<file path="src/rtl/next_hop_select_if.sv">
// -----------------------------------------------------------------------------
// next_hop_select_if
//   Bundles the control, table-read and result signals of next_hop_select.
//   slave  : the selector itself. It takes the start/count/bank data and
//            drives the read address and the results.
//   master : the surrounding logic that starts a scan, owns the neighbour
//            table banks and consumes the result.
//   Signals:
//     en            start pulse
//     neighborCount number of valid table entries
//     rd_index      read address to the ID/energy/Q banks
//     mSourceID     ID bank data (1-cycle registered read)
//     mEnergyLeft   energy bank data, Q2.14 unsigned
//     mQValue       Q-value bank data, Q2.14 unsigned
//     bestID        selected neighbour ID (0 = none)
//     bestQValue    Q-value of the selected neighbour
//     bestIndex     table index of the selected neighbour
//     found         an entry qualified in the last scan
//     busy          scan in progress
//     done          one-cycle completion pulse
// -----------------------------------------------------------------------------
interface next_hop_select_if #(
  parameter int WORD_WIDTH = 16
);
  logic                  en;
  logic [WORD_WIDTH-1:0] neighborCount;
  logic [WORD_WIDTH-1:0] rd_index;
  logic [WORD_WIDTH-1:0] mSourceID;
  logic [WORD_WIDTH-1:0] mEnergyLeft;
  logic [WORD_WIDTH-1:0] mQValue;
  logic [WORD_WIDTH-1:0] bestID;
  logic [WORD_WIDTH-1:0] bestQValue;
  logic [WORD_WIDTH-1:0] bestIndex;
  logic                  found;
  logic                  busy;
  logic                  done;

  modport slave (
    input  en, neighborCount, mSourceID, mEnergyLeft, mQValue,
    output rd_index, bestID, bestQValue, bestIndex, found, busy, done
  );

  modport master (
    output en, neighborCount, mSourceID, mEnergyLeft, mQValue,
    input  rd_index, bestID, bestQValue, bestIndex, found, busy, done
  );
endinterface

</file>
<file path="src/rtl/next_hop_select.sv">
// -----------------------------------------------------------------------------
// next_hop_select
//   On a start pulse, scans the neighbour table banks written by the Q-table
//   update stage and returns the neighbour with the highest Q-value whose
//   remaining energy is at least E_MIN. The result is the next hop used when
//   this node forwards a data packet.
//   Ports:
//     clk   rising-edge clock
//     nrst  synchronous reset, active HIGH (1 = reset)
//     bus   next_hop_select_if.slave: start/count, table read port, results
//   Parameters:
//     WORD_WIDTH     width of IDs, energies, Q-values and counts
//     MAX_NEIGHBORS  table depth; the scan length is clamped to this
//     E_MIN          minimum energy (Q2.14) for an entry to be considered
// -----------------------------------------------------------------------------
module next_hop_select #(
  parameter int                  WORD_WIDTH    = 16,
  parameter int                  MAX_NEIGHBORS = 64,
  parameter logic [WORD_WIDTH-1:0] E_MIN       = 16'h0800
) (
  input  logic                clk,
  input  logic                nrst,
  next_hop_select_if.slave    bus
);

  localparam logic [WORD_WIDTH-1:0] MAX_N = WORD_WIDTH'(MAX_NEIGHBORS);
  localparam logic [WORD_WIDTH-1:0] ONE   = WORD_WIDTH'(1);
  localparam logic [WORD_WIDTH-1:0] ZERO  = WORD_WIDTH'(0);

  typedef enum logic [1:0] {
    IDLE  = 2'd0,
    SCAN  = 2'd1,
    DRAIN = 2'd2,
    DONE  = 2'd3
  } state_t;

  state_t                stateR;
  logic [WORD_WIDTH-1:0] scanLenR;   // latched, clamped entry count
  logic                  validR;     // bank outputs hold a requested entry
  logic [WORD_WIDTH-1:0] dataIdxR;   // index of the entry on the bank outputs

  logic [WORD_WIDTH-1:0] clampedN;
  logic [WORD_WIDTH-1:0] nextIdx;
  logic                  qualified;
  logic                  takeNew;

  // Scan length clamp, next read address and candidate selection.
  always_comb begin
    clampedN  = bus.neighborCount;
    nextIdx   = bus.rd_index + ONE;
    qualified = 1'b0;
    takeNew   = 1'b0;
    if (bus.neighborCount > MAX_N) begin
      clampedN = MAX_N;
    end else begin
      clampedN = bus.neighborCount;
    end
    // ID 0 marks an empty slot; low-energy neighbours are never chosen.
    qualified = (bus.mSourceID != ZERO) && (bus.mEnergyLeft >= E_MIN);
    // Strict greater-than keeps the earliest index on equal Q-values.
    if (qualified && (!bus.found || (bus.mQValue > bus.bestQValue))) begin
      takeNew = 1'b1;
    end else begin
      takeNew = 1'b0;
    end
  end

  // Scan FSM, read pipeline tag and registered results.
  always_ff @(posedge clk) begin
    if (nrst) begin
      stateR         <= IDLE;
      scanLenR       <= ZERO;
      validR         <= 1'b0;
      dataIdxR       <= ZERO;
      bus.rd_index   <= ZERO;
      bus.bestID     <= ZERO;
      bus.bestQValue <= ZERO;
      bus.bestIndex  <= ZERO;
      bus.found      <= 1'b0;
      bus.busy       <= 1'b0;
      bus.done       <= 1'b0;
    end else begin
      case (stateR)
        IDLE: begin
          bus.done <= 1'b0;
          validR   <= 1'b0;
          if (bus.en) begin
            scanLenR       <= clampedN;
            bus.bestID     <= ZERO;
            bus.bestQValue <= ZERO;
            bus.bestIndex  <= ZERO;
            bus.found      <= 1'b0;
            bus.rd_index   <= ZERO;
            bus.busy       <= 1'b1;
            stateR         <= (clampedN == ZERO) ? DRAIN : SCAN;
          end
        end
        SCAN: begin
          // The bank captures rd_index on this edge; its data is compared
          // on the next edge, tagged with this index.
          validR   <= 1'b1;
          dataIdxR <= bus.rd_index;
          if (nextIdx == scanLenR) begin
            stateR <= DRAIN;
          end else begin
            bus.rd_index <= nextIdx;
          end
        end
        DRAIN: begin
          validR <= 1'b0;
          stateR <= DONE;
        end
        DONE: begin
          bus.done <= 1'b1;
          bus.busy <= 1'b0;
          stateR   <= IDLE;
        end
        default: begin
          validR <= 1'b0;
          stateR <= IDLE;
        end
      endcase

      // validR is only ever set while scanning, so this never collides
      // with the result clear done on an accepted start in IDLE.
      if (validR && takeNew) begin
        bus.bestID     <= bus.mSourceID;
        bus.bestQValue <= bus.mQValue;
        bus.bestIndex  <= dataIdxR;
        bus.found      <= 1'b1;
      end
    end
  end

endmodule
</file>
<file path="src/flat_wrapper.sv">
// flat-port wrapper written by rule: the top's interface ports become plain ports
module next_hop_select_flat 
#(
  parameter int                  WORD_WIDTH    = 16,
  parameter int                  MAX_NEIGHBORS = 64,
  parameter logic [WORD_WIDTH-1:0] E_MIN       = 16'h0800
)
  (clk, nrst, bus_en, bus_neighborCount, bus_mSourceID, bus_mEnergyLeft, bus_mQValue, bus_rd_index, bus_bestID, bus_bestQValue, bus_bestIndex, bus_found, bus_busy, bus_done);
  next_hop_select_if #(.WORD_WIDTH(WORD_WIDTH)) bus_i ();
  input  logic clk;
  input  logic nrst;
  input wire logic [$bits(bus_i.en)-1:0] bus_en;
  input wire logic [$bits(bus_i.neighborCount)-1:0] bus_neighborCount;
  input wire logic [$bits(bus_i.mSourceID)-1:0] bus_mSourceID;
  input wire logic [$bits(bus_i.mEnergyLeft)-1:0] bus_mEnergyLeft;
  input wire logic [$bits(bus_i.mQValue)-1:0] bus_mQValue;
  output wire logic [$bits(bus_i.rd_index)-1:0] bus_rd_index;
  output wire logic [$bits(bus_i.bestID)-1:0] bus_bestID;
  output wire logic [$bits(bus_i.bestQValue)-1:0] bus_bestQValue;
  output wire logic [$bits(bus_i.bestIndex)-1:0] bus_bestIndex;
  output wire logic [$bits(bus_i.found)-1:0] bus_found;
  output wire logic [$bits(bus_i.busy)-1:0] bus_busy;
  output wire logic [$bits(bus_i.done)-1:0] bus_done;
  assign bus_i.en = bus_en;
  assign bus_i.neighborCount = bus_neighborCount;
  assign bus_i.mSourceID = bus_mSourceID;
  assign bus_i.mEnergyLeft = bus_mEnergyLeft;
  assign bus_i.mQValue = bus_mQValue;
  assign bus_rd_index = bus_i.rd_index;
  assign bus_bestID = bus_i.bestID;
  assign bus_bestQValue = bus_i.bestQValue;
  assign bus_bestIndex = bus_i.bestIndex;
  assign bus_found = bus_i.found;
  assign bus_busy = bus_i.busy;
  assign bus_done = bus_i.done;
  next_hop_select #(.WORD_WIDTH(WORD_WIDTH), .MAX_NEIGHBORS(MAX_NEIGHBORS), .E_MIN(E_MIN)) u_core (.clk(clk), .nrst(nrst), .bus(bus_i));
endmodule
</file>
<file path="config.mk">
export PLATFORM = sky130hd
export DESIGN_NAME = next_hop_select_flat
export DESIGN_NICKNAME = d
export VERILOG_FILES = /design/src/rtl/next_hop_select_if.sv /design/src/rtl/next_hop_select.sv /design/src/flat_wrapper.sv
export SDC_FILE = /design/constraint.sdc
export NUM_CORES = 1
export LEC_CHECK = 0
export ABC_AREA = 1
export BUFFER_PORTS_ARGS = -buffer_cell sky130_fd_sc_hd__buf_2
export CORE_ASPECT_RATIO = 0.75
export CORE_MARGIN = 3
export CORE_UTILIZATION = 48
export CTS_CLUSTER_SIZE = 14
export DETAILED_ROUTE_END_ITERATION = 8
export PLACE_DENSITY_LB_ADDON = 0.3
export RECOVER_POWER = 100
export SLEW_MARGIN = 10
export SYNTH_ARGS = -nofsm -noshare
export SYNTH_HDL_FRONTEND = slang
export SYNTH_SLANG_ARGS = --single-unit
</file>
<file path="constraint.sdc">
create_clock -name clk -period 2.05 [get_ports clk]
set_input_delay 0.41 -clock clk [delete_from_list [all_inputs] [get_ports clk]]
set_output_delay 0.41 -clock clk [all_outputs]
set_load 0.05 [all_outputs]
</file>
==> qor.txt <==
CTS sink cnt = 102
fmax = 0.4470 GHz
TritonRoute pass-1 iters = 5
Critical Path, Cell by Cell = ha_4 > nand2_4 > nor2_4 > buf_12 > nand4_1 > nand2_1 > nand2_1 > nand2_1 > nand2_2 > nor2_4 > nand4_4 > buf_12 > nand3_4 > nand2_1 > inv_1 > nor2_1
Yosys cell types = 34
final wirelength = 17980 µm
core area = 10450 µm²
post-route setup slack = -187.3 ps
Peak supply drop = 0.9884 mV
post-synthesis net count = 837
post-route ant nets = 0
Clk Tree Root Cell = clkbuf_16
slowest library cell on the worst path = dfxtp_4
Post-Route Setup TNS = -6009 ps
Die Footprint = 12210 µm²
minimum hold slack = 331.4 ps
max incr delay on CP = 380 ps
Synth Area per Inst = 7.002 µm²
cells after synthesis = 748
Worst Setup Path Type = reg -> reg
CTS Buf Count = 9
CP Capture Type = flop
Worst path most repeated cell = nand2_1
Crit Path Max Fanout = 8
CTS tree = yes
CP required = 2300 ps
n_diodes = 0
Final setup violation count = 67
Die W = 126.6 µm
final hold viol count = 0
hold buffer count at cts = 0
Cell Rows = 32
internal power = 5.192 mW
synth warn = 0
CTS clk-pin slew, worst paths = 80 ps
final instance area = 7455 µm²
Seq/Total Area, Yosys = 38.99%
logic gate share of total power = 55.3%
Max Slew Vio Count = 0
CP Buf/Inv Count = 3
crit share post-route = 109.1%
sequential fraction of design power = 29.0%
Initial Utilization = 50.12%
pre-CTS WS = -233.9 ps
htree depth = 3
Post-Place Cells = 995
Worst R2R Path Depth = 16
Max-slew headroom = 36.50%
via count = 5905
actual slew at the worst max-slew pin = 952.5 ps
hold path depth = 3
first-iteration detailed-routing DRC count = 559
Die Y = 96.47 µm
FF+latch count, synth = 102
DR vias/cell = 5.739
unrepaired setup endpoints after global routing = yes
shortest period the worst path allows = 2237 ps
IO Port Bufs = 122
maxcap violations = 0
Clock Power Share = 15.8%
share of cells above drive strength 1 = 35.27%
Worst setup SP type = flop
Layout Nets = 977
failing checks = setup timing
first-pass GRT wire length = 24980 µm
DR WL/cell = 17.47 µm
pwr/cell area = 1397 nW/µm²
Crit. path cell count = 16
P_leak = 2.916 nW
CP arrival = 2480 ps
clock buffer depth = 2
gp weighted congestion = 0.9069
worst skew pair latency = 350 ps
Finished Core Util = 71.34%
Post-Syn Area = 5238 µm²
via count of the first global-routing pass = 5175
clk_skew = 12.80 ps
fill count = 768
Remaining DRCs = 0
Finished Layout Cells = 1029
crit-path leading delay family = simple AND/OR/NAND/NOR gates
area delta synth->final = 42.33%
initial antenna violation count = 0
pin count of the biggest net entering global routing = 62
run status = finished with violations
GRT Util Overall = 24.96%
gr ovfl total = 0
switching share of power = 50.14%
total power = 10.41 mW
Hold/Removal Path Class = in -> reg
Psw = 5.220 mW
num ports = 134
DPL Wire Length = 10640 µm
placed inst area = 6163 µm²
cells in the mapped netlist:
| cell | count | area (µm²) |
|---|---|---|
| nor2_4 | 4 | 45.04 |
| a41oi_1 | 1 | 8.760 |
| nor2_1 | 42 | 157.7 |
| nand3_4 | 1 | 17.52 |
| a21boi_1 | 1 | 7.510 |
| xor3_1 | 1 | 23.77 |
| nand2_2 | 5 | 31.28 |
| o41ai_1 | 1 | 8.760 |
| dfxtp_1 | 102 | 2042 |
| and2_1 | 1 | 6.260 |
| a21oi_1 | 83 | 415.4 |
| clkinv_1 | 6 | 22.52 |
| inv_1 | 74 | 277.8 |
| nand2_1 | 145 | 544.3 |
| xnor2_1 | 3 | 26.28 |
| xor2_1 | 2 | 17.52 |
| clkbuf_1 | 33 | 123.9 |
| o21ai_2 | 1 | 8.760 |
| nand3_1 | 133 | 665.6 |
| buf_6 | 1 | 11.26 |
| buf_2 | 4 | 20.02 |
| buf_12 | 1 | 20.02 |
| nor4_1 | 4 | 25.02 |
| or2_2 | 1 | 6.260 |
| nor2_2 | 4 | 25.02 |
| nand3_2 | 1 | 10.01 |
| o21a_1 | 1 | 7.510 |
| nand4_1 | 19 | 118.9 |
| nor3b_1 | 1 | 7.510 |
| buf_1 | 5 | 18.77 |
| nor3_1 | 14 | 70.07 |
| o21ai_0 | 30 | 150.1 |
| ha_1 | 22 | 275.3 |
| nand4_4 | 1 | 21.27 |
worst reg2reg max path, delay by kind of cell, from the launching register on:
family                   cells  cell delay (ps)
adder cells (fa/ha/maj)      1              170
buffers and inverters        3              380
flip-flops                   1              380
AND/OR/NAND/NOR             12             1200
layer usage:
metal / vias up / GRT usage [%] / share of wire, %
li1: 2795 / - / -
met1: 2782 / 34.35 / 42
met2: 284 / 40.32 / 48
met3: 44 / 5.165 / 7.7
met4: 0 / 6.518 / 2.2
met5: - / 0 / 0
logic make-up after synthesis:
family | count (synthesis) | share of synthesized area [%]
fa+ha+maj | 22 | 5.256
flops | 102 | 38.99
buf+inv | 124 | 9.436
xor+xnor | 6 | 1.290
compound gates | 118 | 11.59
simple gates | 376 | 33.44
power groups by stage:
| stage | registers (mW) | logic, mW | clock network, mW |
|---|---|---|---|
| 2_1_floorplan | 3.95 | 2.34 | 0 |
| 3_3_place_gp | 2.96 | 4.39 | 0 |
| 3_5_place_dp | 2.98 | 4.51 | 0 |
| 4_1_cts | 2.94 | 4.89 | 1.64 |
| 5_1_grt | 3.07 | 6.18 | 1.72 |
| 6_report | 3.02 | 5.75 | 1.64 |
cell usage in the layout, fill, tap and decap left out, types with 8 or more instances in the layout:
| cell | n |
|---|---|
| a21oi_1 | 37 |
| a21oi_2 | 46 |
| inv_2 | 12 |
| dfxtp_4 | 12 |
| nand2_2 | 21 |
| nand3_4 | 21 |
| clkbuf_16 | 13 |
| nor2_1 | 39 |
| nor2_4 | 8 |
| dfxtp_1 | 71 |
| nand3_1 | 81 |
| o21ai_0 | 26 |
| buf_2 | 59 |
| nand4_1 | 19 |
| nand2_1 | 125 |
| ha_1 | 15 |
| inv_1 | 62 |
| nand3_2 | 36 |
| nor3_1 | 13 |
| buf_4 | 30 |
| clkbuf_1 | 64 |
| dfxtp_2 | 19 |
sequential cells by signal, indices dropped and copies added (netlist names):
| name | flops |
|---|---|
| u_core.bus.busy | 1 |
| u_core.bus.done | 1 |
| u_core.bus.rd_index | 16 |
| u_core.stateR | 2 |
| u_core.validR | 1 |
| u_core.bus.found | 1 |
| u_core.bus.bestIndex | 16 |
| u_core.scanLenR | 16 |
| u_core.bus.bestID | 16 |
| u_core.bus.bestQValue | 16 |
| u_core.dataIdxR | 16 |
cell type report:
class / count / area [µm²] / share of cell area, %
clock inverters: 5 / 32.53 / 0.4364
multi-input cells: 525 / 3520 / 47.21
inverters: 80 / 300.3 / 4.028
well taps: 136 / 170.2 / 2.283
clock buffers: 11 / 242.7 / 3.256
flip-flops and latches: 102 / 2111 / 28.31
repair buffers: 170 / 1079 / 14.47
path summary, 6_finish.rpt:
| path | from | endpoint | slack [ps] |
|---|---|---|---|
| setup / recovery | u_core.bus.rd_index[0] | u_core.bus.rd_index[6] | -190 |
| hold / removal | bus_mQValue[0] | u_core.bus.bestQValue[0] | 330 |
| setup reg to reg | u_core.bus.rd_index[0] | u_core.bus.rd_index[6] | -190 |
| hold reg to reg | u_core.scanLenR[10] | u_core.scanLenR[10] | 450 |
timing repair:
item	4_1_cts	5_1_grt
pin swaps	4	52
endpoints found under the setup margin	66	67
buffers inserted	4	6
resized for setup	26	164
gates cloned	3	5
Note: power is estimated with default switching activity, not from simulation.
